[src/rtl/mem_arbiter_pkg.sv]
// Shared definitions for the two-port memory arbiter: FSM state encoding and default read latency.
package mem_arbiter_pkg;

  typedef enum logic [1:0] {
    StIdle   = 2'd0,
    StAccess = 2'd1,
    StWait   = 2'd2,
    StAck    = 2'd3
  } state_e;

  localparam int unsigned MemLatDefault = 1;

endpackage

[src/rtl/arb_rr_pick.sv]
// Two-way round-robin pick: on a tie the port not granted last wins.
module arb_rr_pick (
  input  logic p0_req_i,
  input  logic p1_req_i,
  input  logic lastgnt_i,
  output logic valid_o,
  output logic gnt_o
);

  always_comb begin
    valid_o = p0_req_i | p1_req_i;
    if (p0_req_i && p1_req_i) begin
      gnt_o = ~lastgnt_i;
    end else begin
      gnt_o = p1_req_i;
    end
  end

endmodule

[src/rtl/mem_arbiter.sv]
// Two-port memory arbiter: round-robin grant, one access per transaction, registered outputs.
module mem_arbiter
  import mem_arbiter_pkg::*;
#(
  parameter int unsigned WIDTH  = 8,
  parameter int unsigned MEMLAT = MemLatDefault
) (
  input  logic             clk,
  input  logic             rst,
  input  logic             p0_req,
  input  logic             p0_we,
  input  logic [WIDTH-1:0] p0_adr,
  input  logic [WIDTH-1:0] p0_wdata,
  output logic             p0_ack,
  output logic [WIDTH-1:0] p0_rdata,
  input  logic             p1_req,
  input  logic             p1_we,
  input  logic [WIDTH-1:0] p1_adr,
  input  logic [WIDTH-1:0] p1_wdata,
  output logic             p1_ack,
  output logic [WIDTH-1:0] p1_rdata,
  output logic             mem_read,
  output logic             mem_write,
  output logic [WIDTH-1:0] mem_adr,
  output logic [WIDTH-1:0] mem_wdata,
  input  logic [WIDTH-1:0] mem_rdata,
  output logic             busy
);

  // WAIT counts down to zero, so it is loaded with one less than the latency.
  localparam logic [2:0] WaitInit = 3'(MEMLAT - 1);

  state_e           state_q;
  logic             lastgnt_q, gnt_q, we_q;
  logic [2:0]       cnt_q;
  logic             mem_read_q, mem_write_q, busy_q;
  logic [1:0]       ack_q;
  logic [WIDTH-1:0] adr_q, wdata_q, rdata0_q, rdata1_q;

  logic             pick_valid, pick_gnt;
  logic             sel_we;
  logic [WIDTH-1:0] sel_adr, sel_wdata;

  arb_rr_pick u_pick (
    .p0_req_i  (p0_req),
    .p1_req_i  (p1_req),
    .lastgnt_i (lastgnt_q),
    .valid_o   (pick_valid),
    .gnt_o     (pick_gnt)
  );

  assign sel_we    = pick_gnt ? p1_we    : p0_we;
  assign sel_adr   = pick_gnt ? p1_adr   : p0_adr;
  assign sel_wdata = pick_gnt ? p1_wdata : p0_wdata;

  always_ff @(posedge clk or posedge rst) begin
    if (rst) begin
      state_q     <= StIdle;
      lastgnt_q   <= 1'b1;
      gnt_q       <= 1'b0;
      we_q        <= 1'b0;
      cnt_q       <= '0;
      mem_read_q  <= 1'b0;
      mem_write_q <= 1'b0;
      busy_q      <= 1'b0;
      ack_q       <= '0;
      adr_q       <= '0;
      wdata_q     <= '0;
      rdata0_q    <= '0;
      rdata1_q    <= '0;
    end else begin
      mem_read_q  <= 1'b0;
      mem_write_q <= 1'b0;
      ack_q       <= '0;
      case (state_q)
        StIdle: begin
          if (pick_valid) begin
            gnt_q       <= pick_gnt;
            lastgnt_q   <= pick_gnt;
            we_q        <= sel_we;
            adr_q       <= sel_adr;
            wdata_q     <= sel_wdata;
            mem_read_q  <= ~sel_we;
            mem_write_q <= sel_we;
            busy_q      <= 1'b1;
            state_q     <= StAccess;
          end
        end
        StAccess: begin
          if (we_q) begin
            ack_q   <= gnt_q ? 2'b10 : 2'b01;
            state_q <= StAck;
          end else begin
            cnt_q   <= WaitInit;
            state_q <= StWait;
          end
        end
        StWait: begin
          if (cnt_q == 3'd0) begin
            if (gnt_q) begin
              rdata1_q <= mem_rdata;
            end else begin
              rdata0_q <= mem_rdata;
            end
            ack_q   <= gnt_q ? 2'b10 : 2'b01;
            state_q <= StAck;
          end else begin
            cnt_q <= cnt_q - 3'd1;
          end
        end
        StAck: begin
          busy_q  <= 1'b0;
          state_q <= StIdle;
        end
        default: state_q <= StIdle;
      endcase
    end
  end

  assign p0_ack    = ack_q[0];
  assign p1_ack    = ack_q[1];
  assign p0_rdata  = rdata0_q;
  assign p1_rdata  = rdata1_q;
  assign mem_read  = mem_read_q;
  assign mem_write = mem_write_q;
  assign mem_adr   = adr_q;
  assign mem_wdata = wdata_q;
  assign busy      = busy_q;

endmodule

[config.mk]
export PLATFORM = sky130hd
export DESIGN_NAME = mem_arbiter
export DESIGN_NICKNAME = d
export VERILOG_FILES = /design/src/rtl/mem_arbiter_pkg.sv /design/src/rtl/arb_rr_pick.sv /design/src/rtl/mem_arbiter.sv
export SDC_FILE = /design/constraint.sdc
export NUM_CORES = 1
export LEC_CHECK = 0
export BUFFER_PORTS_ARGS = -buffer_cell sky130_fd_sc_hd__buf_2
export CAP_MARGIN = 40
export CORE_UTILIZATION = 43
export CTS_CLUSTER_SIZE = 25
export DETAILED_ROUTE_END_ITERATION = 6
export GPL_ROUTABILITY_DRIVEN = 0
export PLACE_DENSITY = 0.88
export SLEW_MARGIN = 20
export SYNTH_ARGS = -nofsm -noshare
export SYNTH_HDL_FRONTEND = slang
export SYNTH_SLANG_ARGS = --single-unit
[constraint.sdc]
create_clock -name clk -period 1.9 [get_ports clk]
set_clock_uncertainty 0.2 [all_clocks]
set_input_delay 0.285 -clock clk [delete_from_list [all_inputs] [get_ports clk]]
set_output_delay 0.285 -clock clk [all_outputs]
set_load 0.005 [all_outputs]
==> impl_metrics.yaml, run 1 <==
outcome:
  status: "finished clean"
sta:
  slew_violations: 0
  worst_slew_pin_slew_ns: 0.5114
  slew_headroom: 0.6577
  hold_violations: 0
  min_period_ns: 1.843
  setup_violations: 0
  grt_setup_unrepaired: "false"
  fmax_ghz: 0.5425
  whs_ns: 0.01070
  period_share: 0.9701
job:
  drv_cap: 0
routing:
  totalWireLength_um: 4467
  viasPerCell: 5.039
  first_pass_iters: 4
  vias: 1673
  drtAntennaViolNets: 0
  post_drt_wl_per_cell_um: 13.45
  drc: 0
  drt-initial-drc-count: 78
logic_synthesis:
  yosys.area.top_type: "dfrtp_1"
  synthCells: 185
  synth_edf_count: 0
  yosys.cell_count.top_type: "dfrtp_1"
  async_reset_ff_frac: 1.000
  synth_adder_area_share: 0.03738
  synthFlopType: "dfrtp_1"
  synth_top_area_frac: 0.5483
  synth-simple-area-share: 0.1215
  synthXorXnorAreaFrac: 0
  ys_ff_latch: 45
  ys_top_cells_by_area: "dfrtp_1, mux2_2, a21oi_1"
  muxShareOfSynthArea: 0.1053
  synth_fp_nets: 237
  synth_cell_types: 35
  synthTopCellsByCount: "dfrtp_1, a21oi_1, nor2_1, nand2_1, mux2_2"
  postSynthAreaPerCell_sq_um: 10.86
  ys_warn_count: 0
  syn-cell-area_sq_um: 2008
  yosysSeqAreaShare: 0.5614
  synth_compound_area_frac: 0.1377
  synth_top_family_by_area: "compound AO/OA/AOI/OAI gates"
critical_path:
  cp-start-kind: "flip-flop"
  reg2reg_from: "state_q[1]"
  cp.required_ns: 1.89
  critPathMaxFanout: 4
  worstSetupPathType: "reg -> reg"
  cp-startpoint: "state_q[1]"
  endpoint_kind: "flip-flop"
  worst-endpoint-arrival_ns: 1.83
floorplanning:
  num_io_pins: 83
  core_sq_um: 4414
  start_util: 0.4549
  die_y_um: 70.34
  dieArea_sq_um: 4948
  row_count: 24
  die_width_um: 70.34
cells_and_area:
  drive_gt1_frac: 0.4679
  instances_no_fill: 332
  diodes: 0
  syn_to_final_growth_pct: 32.96
  nNetsFinal: 331
  design_area_sq_um: 2670
clock_tree:
  cts_root_buf: "clkbuf_8"
  cts-buffers-inserted: 5
  cts_htree_levels: 2
  clkLatencyLatePin_ns: 0.30
  cts_tree: "built"
  path_clk_slew_ns: 0.09
  cts_max_path_buffers: 2
  clock_sinks: 45
grt:
  grt_start_max_net_pins: 26
  grt_util_met2: 0.3344
  grt_antenna_before_repair: 0
  gr-usage-met1: 0.2284
  grt_use_met3: 0.03896
  busiest_layer: "met2"
  grt_pass1_wl_um: 7348
  grt.total_usage: 0.1899
  grt_pass1_vias: 1660
  overflow: 0
placement:
  dpl_cell_area_sq_um: 2509
  placed_cells: 320
  dp.final_hpwl_um: 3325
  port_buffers: 82
power:
  leakage_nw: 1.328
  cellPowerDensity_nw_per_um2: 1507
  ir_drop_uv: 703.1
min_path:
  hp-start: "p0_wdata[2]"
  hp-class: "in -> reg"
[final timing paths]
| path | end | slack, ns | depth (start not counted) |
|---|---|---|---|
| worst max-delay path | state_q[1] | 0.06 | 5 |
| worst min-delay path | mem_wdata[2] | 0.01 | 3 |
| worst max register to register | state_q[1] | 0.06 | 5 |
| worst min register to register | p1_rdata[6] | 0.31 | 1 |
| max in group asynchronous | p0_rdata[6] | 0.67 | 4 |
| min in group asynchronous | mem_wdata[6] | 0.35 | 3 |
[layer usage]
metal,wire length (um),share of wire
met1,1819,0.41
met2,2321,0.52
met3,259,0.058
met4,67,0.015
met5,0,0
[flip-flops by register name, indices dropped and copies added (netlist names), 2 cells and up]
signal     flops
mem_adr        8
mem_wdata      8
p0_rdata       8
p1_rdata       8
cnt_q          3
ack_q          2
state_q        2
[cell type report]
cell class	count	area (sq um)
flip-flops and latches	45	1127
clock inverters	3	25.02
multi-input cells	126	829.5
repair buffers	94	528.0
well taps	52	65.06
fillers	395	1744
clock buffers	5	68.82
inverters	7	26.28
[cell families (layout without fill, tap and decap cells)]
kind of cell | after synthesis | after routing
AO/OA/AOI/OAI | 48 | 48
adder cells (fa/ha/maj) | 6 | 6
buffers and inverters | 14 | 109
flip-flops | 45 | 45
multiplexers | 19 | 19
AND/OR/NAND/NOR | 53 | 53
[placed cells by master, fill, tap and decap left out, drive strengths merged, types with 2 or more instances in the layout]
cell / n
inv: 8
nor3: 3
mux2: 17
nand2: 20
o21ai: 5
a21oi: 34
ha: 6
mux2i: 2
and2: 2
dfrtp: 44
clkbuf: 5
nor2: 22
buf: 93
[worst max-delay path: stages (launching register included)]
cell,delay (ns)
dfrtp_1,0.45
inv_2,0.09
ha_1,0.16
or3b_4,0.40
o21ai_2,0.09
mux2_2,0.35
[what timing repair did]
action | CTS | global route
gates resized for setup | 0 | 6
pin swaps | 1 | 1
hold buffers | 1 | 0
buffers inserted | 2 | 1
endpoints found under the setup margin | 8 | 18
hold endpoints to repair | 19 | 0
[through the flow]
stage / total power [mW] / worst slack (ns) / setup TNS [ns] / utilization
final: 4.024 / 0.05677 / 0 / 0.6049
after global routing: 4.344 / 0.005554 / 0 / 0.6049
after CTS: 3.997 / 0.05613 / 0 / 0.5981
after detailed placement: 3.330 / -0.06863 / -0.4733 / 0.5683
after global placement: 3.233 / 0.01257 / 0 / 0.5683
after floorplan: 2.636 / 0.03121 / 0 / -
[power breakdown]
group          total, mW  switching [mW]  internal (mW)
Sequential          1.64           0.234           1.40
Clock              0.607           0.342          0.265
Combinational       1.78           0.861          0.918
Total               4.02            1.44           2.59
(Power assumes the default switching activity.)
==> inputs of run 2 (changes only) <==
--- a/config.mk
+++ b/config.mk
@@ -5,9 +5,10 @@
 export SDC_FILE = /design/constraint.sdc
 export NUM_CORES = 1
 export LEC_CHECK = 0
+export ABC_AREA = 1
 export BUFFER_PORTS_ARGS = -buffer_cell sky130_fd_sc_hd__buf_2
 export CAP_MARGIN = 40
-export CORE_UTILIZATION = 43
+export CORE_UTILIZATION = 45
 export CTS_CLUSTER_SIZE = 25
 export DETAILED_ROUTE_END_ITERATION = 6
 export GPL_ROUTABILITY_DRIVEN = 0
==> run 2 against run 1 <==
  * Clock-buffer cell count is the same
  * Total power grew 11%
  * Synthesized cell count grew 45%
  * Largest power group unchanged
  * Clock power grew 38%
  * Critical path type unchanged
  * Non-clock buffer count shrank 5
  * Final area grew 9.4%
  * Worst hold slack gained 0.047 ns
  * Highest routed layer unchanged
==> impl_metrics.yaml, run 2 <==
outcome:
  status: "finished clean"
power:
  clkPwrFrac: 0.188
  switching_share: 0.3793
  p_int_mw: 2.767
  leakage_nw: 1.681
  ir_drop_uv: 764.0
  cellPowerDensity_nw_per_um2: 1526
  totalPowerFinal_mw: 4.458
  pwr-share-seq: 0.378
  power_frac_comb: 0.433
  p_switching_mw: 1.691
min_path:
  hp-start: "p0_we"
  whs_path_depth: 4
  hp-class: "in -> reg"
  min_to: "mem_read"
critical_path:
  rr_worst_depth: 5
  critPathMaxFanout: 16
  worstSetupPathType: "reg -> reg"
  r2r_end: "p1_rdata[7]"
  cp-start-kind: "flip-flop"
  cp.required_ns: 1.89
  regToRegSetupSlack_ns: 0.14
  endpoint_kind: "flip-flop"
  worst-endpoint-arrival_ns: 1.75
  reg2reg_from: "state_q[0]"
grt:
  grt_pass1_vias: 1709
  grt_pass1_wl_um: 7631
  gr-usage-met1: 0.2555
  grt_start_max_net_pins: 26
  grt_use_met3: 0.03841
  grt_antenna_before_repair: 0
  grt_util_met2: 0.2919
  grt.total_usage: 0.1856
  overflow: 0
  busiest_layer: "met2"
logic_synthesis:
  synth_edf_count: 0
  async_reset_ff_frac: 1.000
  synthFlopType: "dfrtp_1"
  synth_fp_nets: 321
  ys_warn_count: 0
  synth_top_area_frac: 0.4731
  yosys.area.top_type: "dfrtp_1"
  ys_ff_latch: 45
  postSynthAreaPerCell_sq_um: 8.651
  synthCells: 269
  synthTopCellsByCount: "nand2_1, dfrtp_1, inv_1, nand3_1, o21ai_2"
  syn-cell-area_sq_um: 2327
  synth_cell_types: 22
  ys_top_cells_by_area: "dfrtp_1, nand2_1, o21ai_2"
  yosys.cell_count.top_type: "nand2_1"
  yosysSeqAreaShare: 0.4844
clock_tree:
  cts_htree_levels: 2
  cts_tree: "built"
  cts_max_path_buffers: 2
  cts_setup_buffers: 0
  clkLatencyLatePin_ns: 0.30
  clock_sinks: 45
  cts.repair.resized: 0
  cts_root_buf: "clkbuf_8"
  hold_buffers: 1
  path_clk_slew_ns: 0.08
  cts-buffers-inserted: 5
floorplanning:
  core_sq_um: 4848
  die_width_um: 73.92
  num_io_pins: 83
  dieArea_sq_um: 5463
  start_util: 0.4800
  row_count: 25
  die_y_um: 73.92
cells_and_area:
  final_cell_mix: "nand2_1, buf_2, dfrtp_1"
  nNetsFinal: 407
  syn_to_final_growth_pct: 25.54
  diodes: 0
  drive_gt1_frac: 0.3736
  final_common_cell: "nand2_1"
sta:
  fmax_ghz: 0.5681
  setup_violations: 0
  min_period_ns: 1.760
  hold_violations: 0
  slew_violations: 0
  slew_headroom: 0.6993
  grt_setup_unrepaired: "false"
  tns_ns: 0
  whs_ns: 0.05746
  period_share: 0.9264
  worst_slew_pin_slew_ns: 0.4504
placement:
  dp.final_hpwl_um: 3556
  port_buffers: 82
routing:
  drtAntennaViolNets: 0
  first_pass_iters: 4
  drt-initial-drc-count: 84
  totalWireLength_um: 4668
  drc: 0
  viasPerCell: 4.534
  post_drt_wl_per_cell_um: 11.04
  vias: 1918
job:
  drv_cap: 0
run 2: cell types whose count changed in the layout (fill, tap and decap cells not counted), sizes merged, moves of 12 or more:
cell    before  now
a21oi       34    1
inv          8   36
mux2        17    0
nand2       20  107
nand3        0   25
nand3b       0   12
nor2        22    7
o21ai        5   18
run 2: per-stage QoR:
stage	worst slack, ns	utilization	cells	instance area (sq um)
floorplan	0.3572	-	269	2327
global placement	0.2467	0.5729	414	2778
detailed placement	0.1601	0.5729	414	2778
CTS	0.1457	0.6026	423	2922
global route	0.0001799	0.6026	423	2922
finish	0.1399	0.6026	423	2922
run 2: critical path, stage by stage (launching register included):
cell	delay [ns]
dfrtp_1	0.43
inv_1	0.13
ha_1	0.40
nand3_4	0.28
nand2_1	0.15
o21ai_2	0.06
run 2: kinds of logic after synthesis:
| group | share of synthesized area |
|---|---|
| DFF | 0.4844 |
| buffers and inverters | 0.1016 |
| adders and majority gates | 0.03226 |
| AOI/OAI and AO/OA | 0.06666 |
| and+or+nand+nor | 0.3151 |
run 2: layer usage:
| layer | vias to the layer above | wire length [um] |
|---|---|---|
| li1 | 1002 | - |
| met3 | 6 | 211 |
| met5 | - | 0 |
| met4 | 0 | 74 |
| met1 | 862 | 2139 |
| met2 | 48 | 2243 |
run 2: power groups by stage:
stage | Combinational (mW) | Sequential (mW) | Clock [mW]
finish | 1.93 | 1.69 | 0.840
CTS | 1.96 | 1.69 | 0.848
global placement | 1.86 | 1.70 | 0
detailed placement | 1.94 | 1.70 | 0
global route | 2.21 | 1.74 | 0.889
floorplan | 1.32 | 1.70 | 0
run 2: cell type report:
cell class	instances	area [sq um]
well taps	67	83.83
repair buffers	89	478.0
flip-flops and latches	45	1127
inverters	36	135.1
clock inverters	3	65.06
fillers	424	1927
multi-input cells	178	963.4
clock buffers	5	68.82
run 2: worst max path at each step:
stage,start,end,slack (ns)
after floorplan,rst,ack_q[0],0.36
after global placement,state_q[0],p1_rdata[1],0.25
after detailed placement,state_q[0],p1_rdata[1],0.16
after CTS,state_q[0],p1_rdata[1],0.15
after global routing,state_q[0],p1_rdata[2],0.0002
final,state_q[0],p1_rdata[7],0.14
==> inputs of run 3 (changes only) <==
--- a/config.mk
+++ b/config.mk
@@ -8,12 +8,13 @@
 export ABC_AREA = 1
 export BUFFER_PORTS_ARGS = -buffer_cell sky130_fd_sc_hd__buf_2
 export CAP_MARGIN = 40
-export CORE_UTILIZATION = 45
+export CORE_UTILIZATION = 43
 export CTS_CLUSTER_SIZE = 25
 export DETAILED_ROUTE_END_ITERATION = 6
 export GPL_ROUTABILITY_DRIVEN = 0
-export PLACE_DENSITY = 0.88
+export PLACE_DENSITY = 0.87
 export SLEW_MARGIN = 20
 export SYNTH_ARGS = -nofsm -noshare
 export SYNTH_HDL_FRONTEND = slang
+export SYNTH_HIERARCHICAL = 1
 export SYNTH_SLANG_ARGS = --single-unit
==> run 3 against run 2 <==
  * The flow now finishes with violations (design-rule violations)
  * Clock power decreased by 27%
  * First-iteration DRC count increased by 54%
  * Worst hold slack got worse by 0.047 ns
  * Worst setup slack improved by 0.10 ns
  * Synthesized cell count decreased by 10%
  * Global-route usage increased by 1.8 points
  * Critical endpoint is now p0_rdata[3]
  * Highest routed layer unchanged
==> impl_metrics.yaml, run 3 <==
logic_synthesis:
  postSynthAreaPerCell_sq_um: 8.514
  yosys.area.top_type: "dfrtp_1"
  syn-cell-area_sq_um: 2052
  synthFlopType: "dfrtp_1"
  synthCells: 241
  synthTopCellsByCount: "nand2_1, dfrtp_1, a21oi_1, nor2_1, inv_1"
  yosysSeqAreaShare: 0.5494
  ys_warn_count: 6
  yosys.cell_count.top_type: "nand2_1"
  synth_edf_count: 0
  synth_top_area_frac: 0.5366
  synth_fp_nets: 293
  ys_ff_latch: 45
  async_reset_ff_frac: 1.000
  ys_top_cells_by_area: "dfrtp_1, nand2_1, a21oi_1"
  synth_cell_types: 20
clock_tree:
  clkLatencyLatePin_ns: 0.29
  cts-buffers-inserted: 5
  cts_root_buf: "clkbuf_8"
  cts_htree_levels: 2
  cts_setup_buffers: 0
  cts.repair.resized: 0
  clock_sinks: 45
  cts_max_path_buffers: 2
  hold_buffers: 3
  path_clk_slew_ns: 0.09
  cts_tree: "built"
sta:
  fmax_ghz: 0.6034
  grt_setup_unrepaired: "false"
  tns_ns: 0
  setup_violations: 0
  slew_violations: 0
  worst_slew_pin_slew_ns: 0.4573
  slew_headroom: 0.6947
  hold_violations: 0
  period_share: 0.8722
  min_period_ns: 1.657
critical_path:
  r2r_end: "p0_rdata[3]"
  worst_path_most_repeated_cell: "nand2_1"
  path_cells: "inv_1 -> ha_1 -> nand3_4 -> inv_2 -> nand2_4 -> nand2_1 -> nand2_1"
  cp-startpoint: "state_q[0]"
  rr_worst_depth: 7
  worst-endpoint-arrival_ns: 1.64
  crit_buf_inv: 2
  max_stage_delay_ns: 0.43
  crit_end: "p0_rdata[3]"
  cp.required_ns: 1.89
  critPathMaxFanout: 8
  endpoint_kind: "flip-flop"
  crit_family: "flip-flops"
  cp-start-kind: "flip-flop"
  path_depth: 7
  worst_path_max_delay_cell: "dfrtp_1"
  reg2reg_from: "state_q[0]"
  worstSetupPathType: "reg -> reg"
  regToRegSetupSlack_ns: 0.24
power:
  leakage_nw: 1.490
  ir_drop_uv: 644.8
  totalPowerFinal_mw: 3.937
  cellPowerDensity_nw_per_um2: 1479
cells_and_area:
  diodes: 0
  nNetsFinal: 383
  drive_gt1_frac: 0.3223
  fillCellCount: 400
  final_common_cell: "nand2_1"
  final_cell_mix: "nand2_1, buf_2, dfrtp_1"
  syn_to_final_growth_pct: 29.70
floorplanning:
  core_sq_um: 4474
  dieArea_sq_um: 5052
  start_util: 0.4586
  die_width_um: 71.08
  die_y_um: 71.08
  num_io_pins: 83
  row_count: 24
grt:
  grt_antenna_before_repair: 0
  overflow: 0
  grt_pass1_vias: 1844
  grt_pass1_wl_um: 7997
  grt.total_usage: 0.2033
  grt_start_max_net_pins: 26
routing:
  totalWireLength_um: 4663
  drt-initial-drc-count: 129
  drtAntennaViolNets: 0
  post_drt_wl_per_cell_um: 12.14
  first_pass_iters: 7
  vias: 1864
  viasPerCell: 4.854
  drc: 5
placement:
  port_buffers: 82
  dp.final_hpwl_um: 3451
outcome:
  status: "finished, violations left"
  violations: "design-rule violations"
job:
  drv_cap: 0
min_path:
  hp-class: "in -> reg"
==> run 3: cell count changes in the layout (fill, tap and decap cells not counted), moves of 2 or more <==
| cell | change |
|---|---|
| inv_4 | +2 |
| nand4_1 | -2 |
| nand2_1 | -6 |
| nand3_1 | -14 |
| nand2_2 | -7 |
| a21oi_1 | +33 |
| nand2_4 | +2 |
| inv_1 | -19 |
| bufinv_16 | -2 |
| nor2_1 | +18 |
| dlygate4sd3_1 | +2 |
| o21ai_2 | -16 |
| nand3b_1 | -12 |
| nand3_2 | -5 |
==> run 3: worst min-delay path, cell delays in order <==
cell and delay (ns):
buf_2 0.09, nand2_1 0.05, nand2_1 0.05
==> run 3: area by class of cell <==
type,instances,area (sq um),share of cell area
Inverter,18,72.57,0.02727
Clock buffer,6,82.58,0.03103
Timing Repair Buffer,90,490.5,0.1843
Sequential cell,45,1127,0.4236
Tap cell,52,65.06,0.02445
Multi-Input combinational cell,171,809.5,0.3042
Clock inverter,2,13.76,0.005172
==> run 3: worst min path at each step <==
stage | start | to | slack, ns | cells past startpoint
after floorplan | mem_rdata[0] | p0_rdata[0] | 0.20 | 2
after global placement | rst | mem_wdata[6] | 0.11 | 2
after detailed placement | rst | p0_rdata[4] | 0.12 | 2
after CTS | mem_rdata[7] | p0_rdata[7] | 0.003 | 3
after global routing | mem_rdata[2] | p1_rdata[2] | 0.01 | 3
final | mem_rdata[7] | p0_rdata[7] | 0.01 | 3
==> run 3: logic make-up after synthesis <==
group	Yosys count	share of synthesized area
AOI/OAI and AO/OA	37	0.09025
xor gates and xnor gates	1	0.004269
adders and majority gates	6	0.03658
buffers and inverters	25	0.05792
DFF	45	0.5494
and+or+nand+nor	127	0.2616
==> run 3: routing by layer <==
| metal | global-route usage | share of wire | vias to the layer above |
|---|---|---|---|
| met3 | 0.05840 | 0.058 | 5 |
| met1 | 0.2318 | 0.43 | 861 |
| li1 | - | - | 924 |
| met5 | 0 | 0 | - |
| met4 | 0.05556 | 0.0079 | 0 |
| met2 | 0.3718 | 0.51 | 74 |
==> run 3: power by group <==
group | switching (mW) | internal [mW] | total [mW]
logic | 0.963 | 0.707 | 1.67
registers | 0.258 | 1.40 | 1.66
clock network | 0.316 | 0.295 | 0.611
total | 1.54 | 2.40 | 3.94
==> run 3: metrics by stage <==
step                utilization  cell area, sq um  setup slack [ns]  hold WS (ns)  std cells
finish                   0.5948              2661            0.2429       0.01046        384
global route             0.5948              2661            0.1416      0.009743        384
detailed placement       0.5666              2535            0.2512        0.1190        373
floorplan                     -              2052            0.3572        0.2016        241
global placement         0.5666              2535            0.3506        0.1109        373
CTS                      0.5948              2661            0.2428      0.002665        384
